`src/rtl/cla_pkg.sv`:
```
// Shared encodings and small helpers for the pipelined carry-lookahead adder/subtractor.
package cla_pkg;

  localparam logic MODE_ADD = 1'b0;
  localparam logic MODE_SUB = 1'b1;

  // Carry into bit 0: subtraction forms a + ~b + 1, so the external carry-in is ignored.
  function automatic logic stage0_carry(input logic mode, input logic cin);
    return (mode == MODE_SUB) ? 1'b1 : cin;
  endfunction

endpackage

```
`src/rtl/cla_group.sv`:
```
// One carry-lookahead group: per-bit propagate/generate, lookahead carries,
// sum bits and group carry-out. Purely combinational.
module cla_group #(
  parameter int GROUP = 4
) (
  input  logic [GROUP-1:0] a,
  input  logic [GROUP-1:0] b,
  input  logic             cin,
  output logic [GROUP-1:0] sum,
  output logic             cout
);

  logic [GROUP-1:0] p;
  logic [GROUP-1:0] g;
  logic [GROUP:0]   c;

  assign p = a ^ b;
  assign g = a & b;

  genvar gi;
  generate
    for (gi = 0; gi <= GROUP; gi++) begin : g_carry
      logic carry;

      // Carry into bit gi as a flat sum of products: cin or any lower generate
      // whose path up to gi fully propagates.
      always_comb begin
        logic term;
        term = cin;
        for (int m = 0; m < gi; m++) term = term & p[m];
        carry = term;
        for (int j = 0; j < gi; j++) begin
          term = g[j];
          for (int m = j + 1; m < gi; m++) term = term & p[m];
          carry = carry | term;
        end
      end

      assign c[gi] = carry;
    end
  endgenerate

  assign sum  = p ^ c[GROUP-1:0];
  assign cout = c[GROUP];

endmodule

```
`src/rtl/pipe_cla_addsub.sv`:
```
// Skewed pipelined adder/subtractor: stage k resolves lookahead group k using
// the carry registered by stage k-1. The partial word rotates right by one
// group per stage, so the group being resolved always sits in the low bits and
// finished sum groups accumulate from the top; after WIDTH/GROUP stages the
// word is the aligned sum. B rotates the same way and mode travels alongside.
module pipe_cla_addsub
  import cla_pkg::*;
#(
  parameter int WIDTH = 16,
  parameter int GROUP = 4
) (
  input  logic             clk,
  input  logic             rst_n,
  input  logic             in_valid,
  output logic             in_ready,
  input  logic [WIDTH-1:0] a,
  input  logic [WIDTH-1:0] b,
  input  logic             cin,
  input  logic             mode,
  output logic             out_valid,
  input  logic             out_ready,
  output logic [WIDTH-1:0] sum,
  output logic             cout,
  output logic             ovf,
  output logic             zero
);

  localparam int L = WIDTH / GROUP;

  logic adv;

  // Element k is what stage k consumes; element k+1 is driven by stage k's registers.
  logic             src_valid [L+1];
  logic [WIDTH-1:0] src_word  [L+1];
  logic             src_carry [L+1];
  logic [WIDTH-1:0] src_b     [L];
  logic             src_mode  [L];

  assign src_valid[0] = in_valid;
  assign src_word[0]  = a;
  assign src_carry[0] = stage0_carry(mode, cin);
  assign src_b[0]     = b;
  assign src_mode[0]  = mode;

  // One global advance: the whole pipe moves or the whole pipe holds.
  assign out_valid = src_valid[L];
  assign adv       = !out_valid || out_ready;
  assign in_ready  = adv;
  assign sum       = src_word[L];
  assign cout      = src_carry[L];

  genvar gi;
  generate
    for (gi = 0; gi < L; gi++) begin : g_stage
      logic [GROUP-1:0] grp_a;
      logic [GROUP-1:0] grp_b;
      logic [GROUP-1:0] grp_sum;
      logic             grp_cout;
      logic [WIDTH-1:0] word_next;
      logic             valid_reg;
      logic [WIDTH-1:0] word_reg;
      logic             carry_reg;

      assign grp_a = src_word[gi][GROUP-1:0];
      assign grp_b = src_b[gi][GROUP-1:0] ^ {GROUP{src_mode[gi] == MODE_SUB}};

      cla_group #(.GROUP(GROUP)) u_group (
        .a    (grp_a),
        .b    (grp_b),
        .cin  (src_carry[gi]),
        .sum  (grp_sum),
        .cout (grp_cout)
      );

      if (L > 1) begin : g_rot
        assign word_next = {grp_sum, src_word[gi][WIDTH-1:GROUP]};
      end else begin : g_single
        assign word_next = grp_sum;
      end

      // Stage valid, rotated partial word and group carry-out; hold on stall.
      always_ff @(posedge clk) begin
        if (!rst_n) begin
          valid_reg <= 1'b0;
          word_reg  <= '0;
          carry_reg <= 1'b0;
        end else if (adv) begin
          valid_reg <= src_valid[gi];
          word_reg  <= word_next;
          carry_reg <= grp_cout;
        end
      end

      assign src_valid[gi+1] = valid_reg;
      assign src_word[gi+1]  = word_reg;
      assign src_carry[gi+1] = carry_reg;

      if (gi < L - 1) begin : g_fwd
        logic [WIDTH-1:0] b_reg;
        logic             mode_reg;

        // Remaining B groups and the mode bit travel with the data.
        always_ff @(posedge clk) begin
          if (adv) begin
            b_reg    <= {{GROUP{1'b0}}, src_b[gi][WIDTH-1:GROUP]};
            mode_reg <= src_mode[gi];
          end
        end

        assign src_b[gi+1]    = b_reg;
        assign src_mode[gi+1] = mode_reg;
      end else begin : g_last
        logic ovf_reg;
        logic zero_reg;

        // Flags of the final stage; carry into the MSB is recovered as sum ^ a ^ b'.
        always_ff @(posedge clk) begin
          if (!rst_n) begin
            ovf_reg  <= 1'b0;
            zero_reg <= 1'b0;
          end else if (adv) begin
            ovf_reg  <= grp_sum[GROUP-1] ^ grp_a[GROUP-1] ^ grp_b[GROUP-1] ^ grp_cout;
            zero_reg <= (word_next == '0);
          end
        end

        assign ovf  = ovf_reg;
        assign zero = zero_reg;
      end
    end
  endgenerate

endmodule

```
`config.mk`:
```
export PLATFORM = sky130hd
export DESIGN_NAME = pipe_cla_addsub
export DESIGN_NICKNAME = d
export VERILOG_FILES = /design/src/rtl/cla_pkg.sv /design/src/rtl/cla_group.sv /design/src/rtl/pipe_cla_addsub.sv
export SDC_FILE = /design/constraint.sdc
export NUM_CORES = 1
export LEC_CHECK = 0
export ABC_CLOCK_PERIOD_IN_PS = 3200
export CAP_MARGIN = 40
export CORE_AREA = 4 4 109 111
export CTS_BUF_LIST = sky130_fd_sc_hd__clkbuf_16
export DETAILED_ROUTE_END_ITERATION = 8
export DIE_AREA = 0 0 113 115
export GPL_TIMING_DRIVEN = 0
export MAX_ROUTING_LAYER = met4
export PLACE_DENSITY = 0.72
export SETUP_SLACK_MARGIN = 0.1
export SLEW_MARGIN = 20
export SYNTH_ARGS = -nofsm -noshare
export SYNTH_HDL_FRONTEND = slang
export SYNTH_HIERARCHICAL = 1
export SYNTH_SLANG_ARGS = --single-unit
```
`constraint.sdc`:
```
create_clock -name clk -period 3.2 [get_ports clk]
set_clock_uncertainty 0.1 [all_clocks]
set_input_delay 0.8 -clock clk [delete_from_list [all_inputs] [get_ports clk]]
set_output_delay 0.8 -clock clk [all_outputs]
set_load 0.02 [all_outputs]
```
* After elaboration in Yosys (flattened, before gate mapping)
Cells that the tools add are included.
** Storage, ports and cells
- Word-level logic and storage cells :: 123
- Output and inout bits :: 21
- Bits of input ports :: 38
- Register bits after elaboration :: 101
** Cells by class
- Bitwise gates (word level) :: 99
- Multiplexer cells :: 1
- Reductions and logical operators :: 3
** Operator list (count)
- $xor A4 B4 Y4 :: 12
- $and A1 B1 Y1 :: 40
- $or A1 B1 Y1 :: 40
- $and A4 B4 Y4 :: 4
- $logic_not A16 Y1 :: 1
- $xor A1 B1 Y1 :: 3
- $logic_not A1 Y1 :: 1
- $logic_or A1 B1 Y1 :: 1
- $mux W1 :: 1

* Longest topological paths before layout
- Depth in word-level cells :: 12
- Gate-level depth with buffers :: 10
- Mapped depth without buffers :: 10

* By module
The synthesis kept the hierarchy.
** Modules (own cells, without submodules)
- pipe_cla_addsub :: instances 1, seq. area each 2292.2 µm², area each 3759.9 µm², cells an instance 371
- cla_group at g_stage[0].u_group ... :: instances 2, seq. area each 0.0 µm², area each 151.4 µm², cells an instance 15
- cla_group at g_stage[3].u_group :: instances 1, seq. area each 0.0 µm², area each 166.4 µm², cells an instance 19
- cla_group at g_stage[2].u_group :: instances 1, seq. area each 0.0 µm², area each 143.9 µm², cells an instance 15

* Worst setup path before layout
OpenSTA, ideal clock, no wires.
- Kind :: register to register
- Start point :: register g_stage[2].g_fwd.mode_reg
- End point :: register g_stage[3].g_last.ovf_reg, in the netlist ovf
- Arrival :: 2.275 ns
- Cell stages (with the launch flop) :: 11
- Data required time :: 2.984 ns
- Clock period less this slack :: 2.491 ns
- Slack :: 0.709 ns
- Library setup time :: 0.116 ns
- Path buffers :: 0
- Cells stage by stage :: edfxtp_1 -> xor2_1 -> ha_1 -> ha_1 -> o211ai_2 -> nand2_1 -> xor2_1 -> xnor3_1 -> xor2_1 -> nand2_1 -> o211a_1
** On the way
- Word-level cells in the longest chain between the ends :: 12
- Elaborated cells on any way between the ends :: 24
- Classes of those cells :: 24 x bitwise
** RTL lines
- start, declared :: line pipe_cla_addsub.sv:100 : logic mode_reg;
- start signal, assigned :: line pipe_cla_addsub.sv:106 : mode_reg <= src_mode[gi];
- $xor A4 B4 Y4 * :: line pipe_cla_addsub.sv:65 : assign grp_b = src_b[gi][GROUP-1:0] ^ {GROUP{src_mode[gi] == MODE_SUB}};
- net g_stage[3].grp_b[0] :: line pipe_cla_addsub.sv:56 : logic [GROUP-1:0] grp_b;
- $xor A4 B4 Y4 :: line cla_group.sv:17 : assign p = a ^ b;
- $and A1 B1 Y1 (3 in a row) :: line cla_group.sv:30 : for (int m = 0; m < gi; m++) term = term & p[m];
- $or A1 B1 Y1 * (3 in a row) :: line cla_group.sv:35 : carry = carry | term;
- $xor A4 B4 Y4 * :: line cla_group.sv:43 : assign sum = p ^ c[GROUP-1:0];
- net g_stage[3].grp_sum[3] :: line pipe_cla_addsub.sv:57 : logic [GROUP-1:0] grp_sum;
- $xor A1 B1 Y1 * (3 in a row) :: line pipe_cla_addsub.sv:122 : ovf_reg <= grp_sum[GROUP-1] ^ grp_a[GROUP-1] ^ grp_b[GROUP-1] ^ grp_cout;
- end signal, assigned :: line pipe_cla_addsub.sv:122
- end, declared :: line pipe_cla_addsub.sv:113 : logic ovf_reg;
The timed path passes the listed nets; every way through them passes the cells marked *.
A chain may end at the register's enable or synchronous reset.

* Final worst setup path
- Start point :: input port out_ready
- End point :: output port in_ready
** On the way
- Word-level cells in the longest chain between the ends :: 1
** RTL lines
- start, declared :: line pipe_cla_addsub.sv:21 : input logic out_ready,
- $logic_or A1 B1 Y1 :: line pipe_cla_addsub.sv:47 : assign adv = !out_valid || out_ready;
- end, declared :: line pipe_cla_addsub.sv:15 : output logic in_ready,
No other way between the ends.

==> flow_metrics.tcl <==
set metrics [dict create \
    setup_tns_ns 0 \
    startpoint_type "input port" \
    viasPerCell 4.82 \
    ys_seq_area_share_pct 52.4 \
    path_delay_family "buffers and inverters" \
    status "finished clean" \
    cpPeakStageDelay_ns 0.48 \
    crit_type "in2out" \
    worst_pin_slew_ns 0.497 \
    fin_nets 565 \
    drive_gt1_share_pct 7.87 \
    grt.total_usage_pct 14.2 \
    peakVddDrop_mv 0.264 \
    place.port_buffers 57 \
    endpoint_kind "output pin" \
    synth_nets 497 \
    final-hold-violation-count 0 \
    hp-start "g_stage[0].g_fwd.b_reg[7]$_DFFE_PP_" \
    cp_num_buf_inv 4 \
    r2r_start "g_stage[2].g_fwd.mode_reg$_DFFE_PP_" \
    routabilityCongestion 0.774 \
    fp.dieArea_um2 13000 \
    clock_path_buffers 2 \
    final_util_pct 50.0 \
    postRouteAntennaNets 0 \
    critPathArrivalTime_ns 2.10 \
    synth_area_per_cell_um2 10.1 \
    initial_utilization_pct 40.5 \
    final_cell_mix "nand2_1 (148), dfxtp_1 (74), a21boi_0 (66)" \
    dp_slack_ns -0.102 \
    crit_slowest_cell "clkdlybuf4s50_1" \
    rows 38 \
    antenna_cells 0 \
    first_pass_iters 4 \
    fin_hold_ws_ns 0.321 \
    leakage_nw 2.17 \
    period_minus_slack_ns 3.00 \
    max_slew_margin_pct 66.9 \
    fmax_mhz 333 \
    critPathRequiredTime_ns 2.30 \
    syn_inst 435 \
    final_common_cell "nand2_1" \
    clk_latency_ns 0.34 \
    cts.sinks 101 \
    synth-seq-cells 101 \
    grt_pass1_vias 3197 \
    fp.dieW_um 113 \
    clkTransAtPathRegs_ns 0.07 \
    maxCapViolCount 0 \
    grt_max_degree 38 \
    dpl.hpwl_um 6490 \
    area_growth_pct 23.5 \
    antenna_found_initial 0 \
    reg2reg_depth 10 \
    power_density_nw_per_um2 541 \
    coreArea_um2 10800 \
    hp-class "reg2reg" \
    cts_tree "done" \
    wl_per_cell_um 13.2 \
    ff2ff_setup_slack_ns 0.34 \
    ctsHoldBuffers 0 \
    drt_iter0_drc 115 \
    crit_chain "clkdlybuf4s50_1 > nor2b_2 > inv_1 > buf_6 > dlygate4sd2_1" \
    yosysWarnings 6 \
    setup_ws_ns 0.199 \
    io_pins 59 \
    drv_slew 0 \
    die_h_um 115 \
    grt_remaining_overflow 0 \
    ys_types 30 \
    rsz0062_at_grt "no" \
    hold_depth 0 \
    cts_root_buffer "clkbuf_16" \
    grt_first_pass_wirelength_um 14400 \
    cts_max_level 3 \
    drt-total-wl_um 8540 \
    route.detailed.drc 0 \
    critPathMaxFanout 37 \
    setup_viol 0 \
    cts_made_buffers 9 \
    r2r_end "ovf$_SDFFE_PN0P_" \
    largest_reg_flops 48 \
    finalCritPeriodShare_pct 93.8 \
    path_depth 5 \
    post_synth_instance_area_um2 4370 \
    worstHoldEndpoint "g_stage[1].g_fwd.b_reg[3]$_DFFE_PP_" \
    num_vias 3125 \
]
-- repair_timing --
item / CTS / global route
gates resized for setup: 1 / 0
setup endpoints to repair: 1 / 0
setup buffers: 0 / 0
-- kinds of logic (layout without fill, tap and decap cells) --
family,after synthesis,in the layout,synth area share [%]
AOI/OAI and AO/OA,90,90,15.6
xor gates and xnor gates,30,30,6.49
adders and majority gates,24,24,7.55
buffers and inverters,30,103,3.55
DFF,101,101,52.4
and+or+nand+nor,160,160,14.4
-- layout make-up --
class / count / area [um^2]
fillers: 1018 / 5390
flip-flops and latches: 101 / 2290
multi-input cells: 304 / 1930
repair buffers: 57 / 569
clock buffers: 9 / 225
well taps: 140 / 175
plain buffers: 25 / 136
clock inverters: 7 / 57.6
inverters: 5 / 18.8
-- worst reg2reg max path, cell delays in order, from the launching register on --
cell,delay [ns]
edfxtp_1,0.50
xor2_1,0.29
ha_1,0.28
ha_1,0.21
o211ai_2,0.15
nand2_1,0.09
xor2_1,0.34
xnor3_1,0.40
xor2_1,0.17
nand2_1,0.08
o211a_1,0.13
-- routing by layer --
| layer | up-vias | wire [um] | GRT usage, % | share of wire, % |
|---|---|---|---|---|
| met2 | 53 | 4370 | 25.0 | 51 |
| met4 | 0 | 169 | 4.73 | 2.0 |
| met5 | - | 0 | - | 0 |
| met1 | 1475 | 3720 | 15.8 | 44 |
| met3 | 14 | 282 | 3.32 | 3.3 |
| li1 | 1583 | - | - | - |
-- stage by stage --
stage | std cells | cell area [um^2] | total power, W
2_1_floorplan | 435 | 4370 | 0.00176
4_1_cts | 648 | 5400 | 0.00295
6_report | 648 | 5400 | 0.00292
5_1_grt | 648 | 5400 | 0.00306
3_3_place_gp | 632 | 5120 | 0.00191
3_5_place_dp | 632 | 5120 | 0.00193
-- power by group --
| part | leakage [nW] | total (W) | internal (W) | switching [W] |
|---|---|---|---|---|
| Clock | 0.140 | 0.00102 | 0.000539 | 0.000485 |
| Combinational | 1.13 | 0.000420 | 0.000216 | 0.000204 |
| Sequential | 0.895 | 0.00148 | 0.00141 | 0.0000641 |
-- how the worst max path moves through the flow --
stage,startpoint,end,slack [ns]
after global placement,out_ready,in_ready,-0.10
final,out_ready,in_ready,0.20
after floorplan,g_stage[2].g_fwd.mode_reg$_DFFE_PP_,ovf$_SDFFE_PN0P_,0.71
after CTS,out_ready,in_ready,0.19
after detailed placement,out_ready,in_ready,-0.10
after global routing,out_ready,in_ready,0.13
-- cell usage after synthesis, drive strengths merged --
master	count	area (um^2)
xnor3	1	22.5
and2	1	6.26
o211a	1	10.0
o21ai	1	5.00
nand2	148	556
a21boi	71	533
fa	4	80.1
clkbuf	10	37.5
nor4	4	25.0
a21o	4	30.0
dfxtp	74	1480
nor2	4	22.5
edfxtp	27	811
o21a	5	37.5
a21oi	4	20.0
nand4	1	6.26
nor2b	1	8.76
inv	5	18.8
ha	20	250
xnor2	5	43.8
xor2	24	218
o211ai	4	45.1
or2	1	6.26
buf	15	98.8
(Power assumes the default switching activity.)
==> variant 1: new RTL, same settings <==
`GROUP` is set to 4 in 2 places; all go to 8.
--- a/src/rtl/cla_group.sv
+++ b/src/rtl/cla_group.sv
@@ -2,5 +2,5 @@
 // sum bits and group carry-out. Purely combinational.
 module cla_group #(
-  parameter int GROUP = 4
+  parameter int GROUP = 8
 ) (
   input  logic [GROUP-1:0] a,
--- a/src/rtl/pipe_cla_addsub.sv
+++ b/src/rtl/pipe_cla_addsub.sv
@@ -8,5 +8,5 @@
 #(
   parameter int WIDTH = 16,
-  parameter int GROUP = 4
+  parameter int GROUP = 8
 ) (
   input  logic             clk,
Check against the original RTL: not equivalent (Yosys sat finds a counterexample within 4 cycles, from zero or initial values and one cycle with rst_n low).
==> variant 1 against the original RTL <==
- routed wire length is 30% lower
- power fell by 37%
- sequential power down 52%
- cell area shrank 32%
- area after synthesis fell by 41%
- register-to-register slack got worse by 0.13 ns
- worst hold slack better by 0.041 ns
- sequential cell count decreased by 54
- worst setup slack better by 0.0095 ns
- critical endpoint is now zero
- largest cell class is now multi-input gates
- largest power group unchanged
==> variant 1: results (changes against the original RTL) <==
Power
  • Comb group: 0.576 mW (was 0.420 mW)
  • VDD IR max: 0.196 mV (was 0.264 mV)
  • Leak: 1.48 nW (was 2.17 nW)
  • Int Pwr: 1.26 mW (was 2.17 mW)

Finish
  • Seq cells: 47 (was 101)
  • Multi-In Gates: 210 (was 304)
  • Buffering overhead: 20.6% (was 13.1%)
  • Fraction of area in multi-input gates: 41.5% (was 35.7%)
  • Seq/total area: 28.2% (was 42.4%)
  • Final clock-cell share: 4.15% (was 5.24%)
  • Layout cells sized above 1: 13.5% (was 7.87%)
  • Layout fillers: 1139 (was 1018)
  • Nets: 412 (was 565)

Setup path
  • Critical Path Slowest Stage Cell: edfxtp_1 (was clkdlybuf4s50_1)
  • WP data arrival: 3.13 ns (was 2.10 ns)
  • Crit-path max FO: 8 (was 37)

Detailed routing
  • Via count: 2118 (was 3125)
  • Vias/cell: 4.28 (was 4.82)
  • M1 WL: 2.75 mm (was 3.72 mm)
  • Drt initial violations: 73 (was 115)

STA
  • Final hold slack: 0.362 ns (was 0.321 ns)
  • Worst Max-Slew Pin Slew: 0.460 ns (was 0.497 ns)

Yosys
  • Syn Area/Cell: 9.21 um^2 (was 10.1 um^2)
  • Post-synth top cells: nand2_1 (77), dfxtp_1 (38), a21boi_0 (35), xor2_1 (19), ha_1 (18) (was nand2_1 (148), dfxtp_1 (74), a21boi_0 (66), edfxtp_1 (27), xor2_1 (23))
  • Dominant cells by area after synthesis: dfxtp_1 (30%), nand2_1 (11%), edfxtp_1 (11%), a21boi_0 (10%), ha_1 (8.8%) (was dfxtp_1 (34%), edfxtp_1 (19%), nand2_1 (13%), a21boi_0 (11%), ha_1 (5.7%))
  • Sequential element share of the synthesized area: 40.3% (was 52.4%)
  • Post-Syn Nets: 336 (was 497)

Placed design
  • Hpwl dp: 4.60 mm (was 6.49 mm)
  • Placed cell area: 3310 um^2 (was 5120 um^2)
  • Place WS: -0.403 ns (was -0.102 ns)
  • DP Cell Count: 475 (was 632)

GRT
  • First-pass GRT wire length: 9.64 mm (was 14.4 mm)
  • Routing usage on met1: 11.6% (was 15.8%)
  • Vias in the first global route: 2030 (was 3197)

Clock tree
  • Worst skew pair latency: 0.29 ns (was 0.34 ns)
  • Post-CTS sizing: 8 (was 1)
  • Setup bufs post-CTS: 3 (was 0)
  • TritonCTS buffer count: 5 (was 9)
  • # H-tree levels: 2 (was 3)

Outcome
  • Outcome: finished, final reports clean (unchanged)
variant 1: cell count changes after synthesis, moves of 4 or more:
cell / change
a21o_1: -4
xor2_1: -4
a21boi_0: -31
edfxtp_1: -18
nand3_1: +4
nor2_1: +9
nand2_1: -71
clkbuf_1: -5
dfxtp_1: -36
variant 1: path summary, 6_finish.rpt:
kind / startpoint / endpoint / cells past startpoint
setup reg to reg: g_stage[0].g_fwd.mode_reg / zero / 13
hold reg to reg: sum[5] / sum[5] / 2
hold / removal: sum[5] / sum[5] / 2
setup / recovery: g_stage[0].g_fwd.mode_reg / zero / 13
variant 1: cell families after synthesis:
logic type | Yosys count | share of synthesized area (%)
and+or+nand+nor | 105 | 17.3
AOI/OAI and AO/OA | 61 | 18.9
DFF | 47 | 40.3
xor gates and xnor gates | 24 | 9.04
buffers and inverters | 21 | 4.15
adders and majority gates | 20 | 10.4
==> variant 2: new RTL, same settings <==
Made on the original files. Make the reset (`rst_n`) asynchronous in 2 clocked blocks.
--- a/src/rtl/pipe_cla_addsub.sv
+++ b/src/rtl/pipe_cla_addsub.sv
@@ -80,5 +80,5 @@
 
       // Stage valid, rotated partial word and group carry-out; hold on stall.
-      always_ff @(posedge clk) begin
+      always_ff @(posedge clk or negedge rst_n) begin
         if (!rst_n) begin
           valid_reg <= 1'b0;
@@ -115,5 +115,5 @@
 
         // Flags of the final stage; carry into the MSB is recovered as sum ^ a ^ b'.
-        always_ff @(posedge clk) begin
+        always_ff @(posedge clk or negedge rst_n) begin
           if (!rst_n) begin
             ovf_reg  <= 1'b0;
Function: differs if rst_n is asserted again (counterexample within 4 cycles, from zero or initial values and one cycle with rst_n low); with rst_n held inactive, the same outputs for 10 cycles.
==> variant 2 against the original RTL <==
- global-route usage shrank 0.89 points
- first-iteration DRC count grew 31%
- cell area grew 3.6%
- die area is the same
- critical path depth is the same
- area after synthesis grew 3.8%
- worst setup slack lost 0.035 ns
- sequential cell count is the same
- routed wire length shrank 9.9%
- cell count shrank 24%
- critical path type unchanged
- critical endpoint unchanged
Power is not compared: it rests on default switching activity, and its combinational part moved more than twofold at a synthesized area within 25%.
==> variant 2: results (changes against the original RTL) <==
Finish
  • Ant. Diodes: 0 (unchanged)
  • Layout cells sized above 1: 30.3% (was 7.87%)
  • Nets: 407 (was 565)
  • Largest register FFs: 48 (unchanged)
  • Layout fillers: 925 (was 1018)

Detailed routing
  • Routed WL: 7.69 mm (was 8.54 mm)
  • Drt initial violations: 151 (was 115)
  • Via count: 2340 (was 3125)

Setup path
  • WP data arrival: 2.14 ns (was 2.10 ns)
  • R2R setup slack: 0.45 ns (was 0.34 ns)
  • Critical Path Slowest Stage Cell: clkdlybuf4s50_1 (unchanged)
  • Max incr delay on CP: 0.45 ns (was 0.48 ns)
  • Crit-path max FO: 37 (unchanged)

Outcome
  • Outcome: finished, final reports clean (unchanged)

Power
  • VDD IR max: 0.528 mV

Yosys
  • Cell variety after synth: 28 (was 30)
  • Sequential element share of the synthesized area: 58.6% (was 52.4%)
  • Dominant cells by area after synthesis: dfrtp_1 (41%), edfxtp_1 (18%), mux2_4 (12%), mux2_2 (8.9%), ha_1 (5.5%) (was dfxtp_1 (34%), edfxtp_1 (19%), nand2_1 (13%), a21boi_0 (11%), ha_1 (5.7%))
  • Share of flip-flops with an asynchronous set or reset: 73.3% (was 0%)
  • Post-Syn Nets: 337 (was 497)
  • Post-synth top cells: dfrtp_1 (74), mux2_2 (36), mux2_4 (35), edfxtp_1 (27), xor2_1 (23) (was nand2_1 (148), dfxtp_1 (74), a21boi_0 (66), edfxtp_1 (27), xor2_1 (23))

Clock tree
  • CTS root buffer: clkbuf_16 (unchanged)
  • Worst skew pair latency: 0.34 ns (about the same)
  • TritonCTS buffer count: 9 (unchanged)

GRT
  • GRT Total Usage: 13.3% (was 14.2%)
  • Largest net degree at the start of global routing: 56 (was 38)
  • Vias in the first global route: 2561 (was 3197)
  • First-pass GRT wire length: 13.0 mm (was 14.4 mm)

Min path
  • Worst min-delay path class: input port to asynchronous set/reset pin (was flop to flop)

STA
  • Worst Max-Slew Pin Slew: 0.417 ns (was 0.497 ns)
  • Final hold slack: 0.249 ns (was 0.321 ns)

Placed design
  • Hpwl dp: 5.47 mm (was 6.49 mm)
  • Placed cell area: 5320 um^2 (was 5120 um^2)
  • Final Wtd Congestion: 0.769 (was 0.774)
  • I/O Buffers: 58 (was 57)
## variant 2: cell types whose count changed after synthesis, sizes merged, moves of 2 or more
cell    before  now
a21boi      71    0
buf         15    8
mux2         0   71
dfxtp       74    0
clkbuf      10    1
nand2b       0    2
nand2      148    4
dfrtp        0   74
## variant 2: stage by stage
step | instances | worst slack (ns)
3_5_place_dp | 474 | -0.348
3_3_place_gp | 473 | -1.35
2_1_floorplan | 275 | 0.631
6_report | 490 | 0.164
4_1_cts | 490 | 0.144
5_1_grt | 490 | 0.110
## variant 2: metal layers
metal | vias up | routed length, um | GRT usage (%)
met5 | - | 0 | -
met4 | 0 | 93 | 4.73
met3 | 8 | 279 | 3.42
met2 | 42 | 3810 | 21.3
met1 | 1173 | 3500 | 16.4
li1 | 1117 | - | -
## variant 2: power groups by stage
stage | clock (mW) | combinational, mW | sequential (mW)
global route | 1.07 | 2.74 | 2.29
finish | 0.976 | 2.53 | 2.22
CTS | 1.02 | 2.57 | 2.23
detailed placement | 0 | 2.53 | 2.25
floorplan | 0 | 1.76 | 2.29
global placement | 0 | 2.45 | 2.23
## variant 2: repair_timing
action,CTS,global route
setup endpoints to repair,1,0
setup buffers,0,0
resized for setup,5,0
hold endpoints to repair,0,0
## variant 2: final timing paths
kind | startpoint | endpoint | cells past startpoint
worst max-delay path | out_ready | in_ready | 5
worst min-delay path | rst_n | sum[0] | 1
worst max register to register | g_stage[2].g_fwd.mode_reg | ovf | 9
worst min register to register | g_stage[1].g_fwd.b_reg[7] | g_stage[2].g_fwd.b_reg[3] | 0
max in group asynchronous | rst_n | sum[13] | 2
min in group clk | g_stage[1].g_fwd.b_reg[7] | g_stage[2].g_fwd.b_reg[3] | 0
## variant 2: cells by family after synthesis
logic type	after synthesis	share of synthesized area, %
AND/OR/NAND/NOR	17	2.18
flip-flops	101	58.6
AO/OA/AOI/OAI	17	2.87
XOR/XNOR	30	6.26
adder cells (fa/ha/maj)	24	7.27
multiplexers	72	20.7
buffers and inverters	14	2.07
## variant 2: final cells by class
type | count | area [um^2] | area share, %
well taps | 140 | 175 | 3.13
repair buffers | 59 | 607 | 10.8
clock inverters | 7 | 40.0 | 0.715
flip-flops and latches | 101 | 2660 | 47.6
multi-input cells | 160 | 1780 | 31.9
plain buffers | 9 | 83.8 | 1.50
inverters | 5 | 18.8 | 0.335
clock buffers | 9 | 225 | 4.02
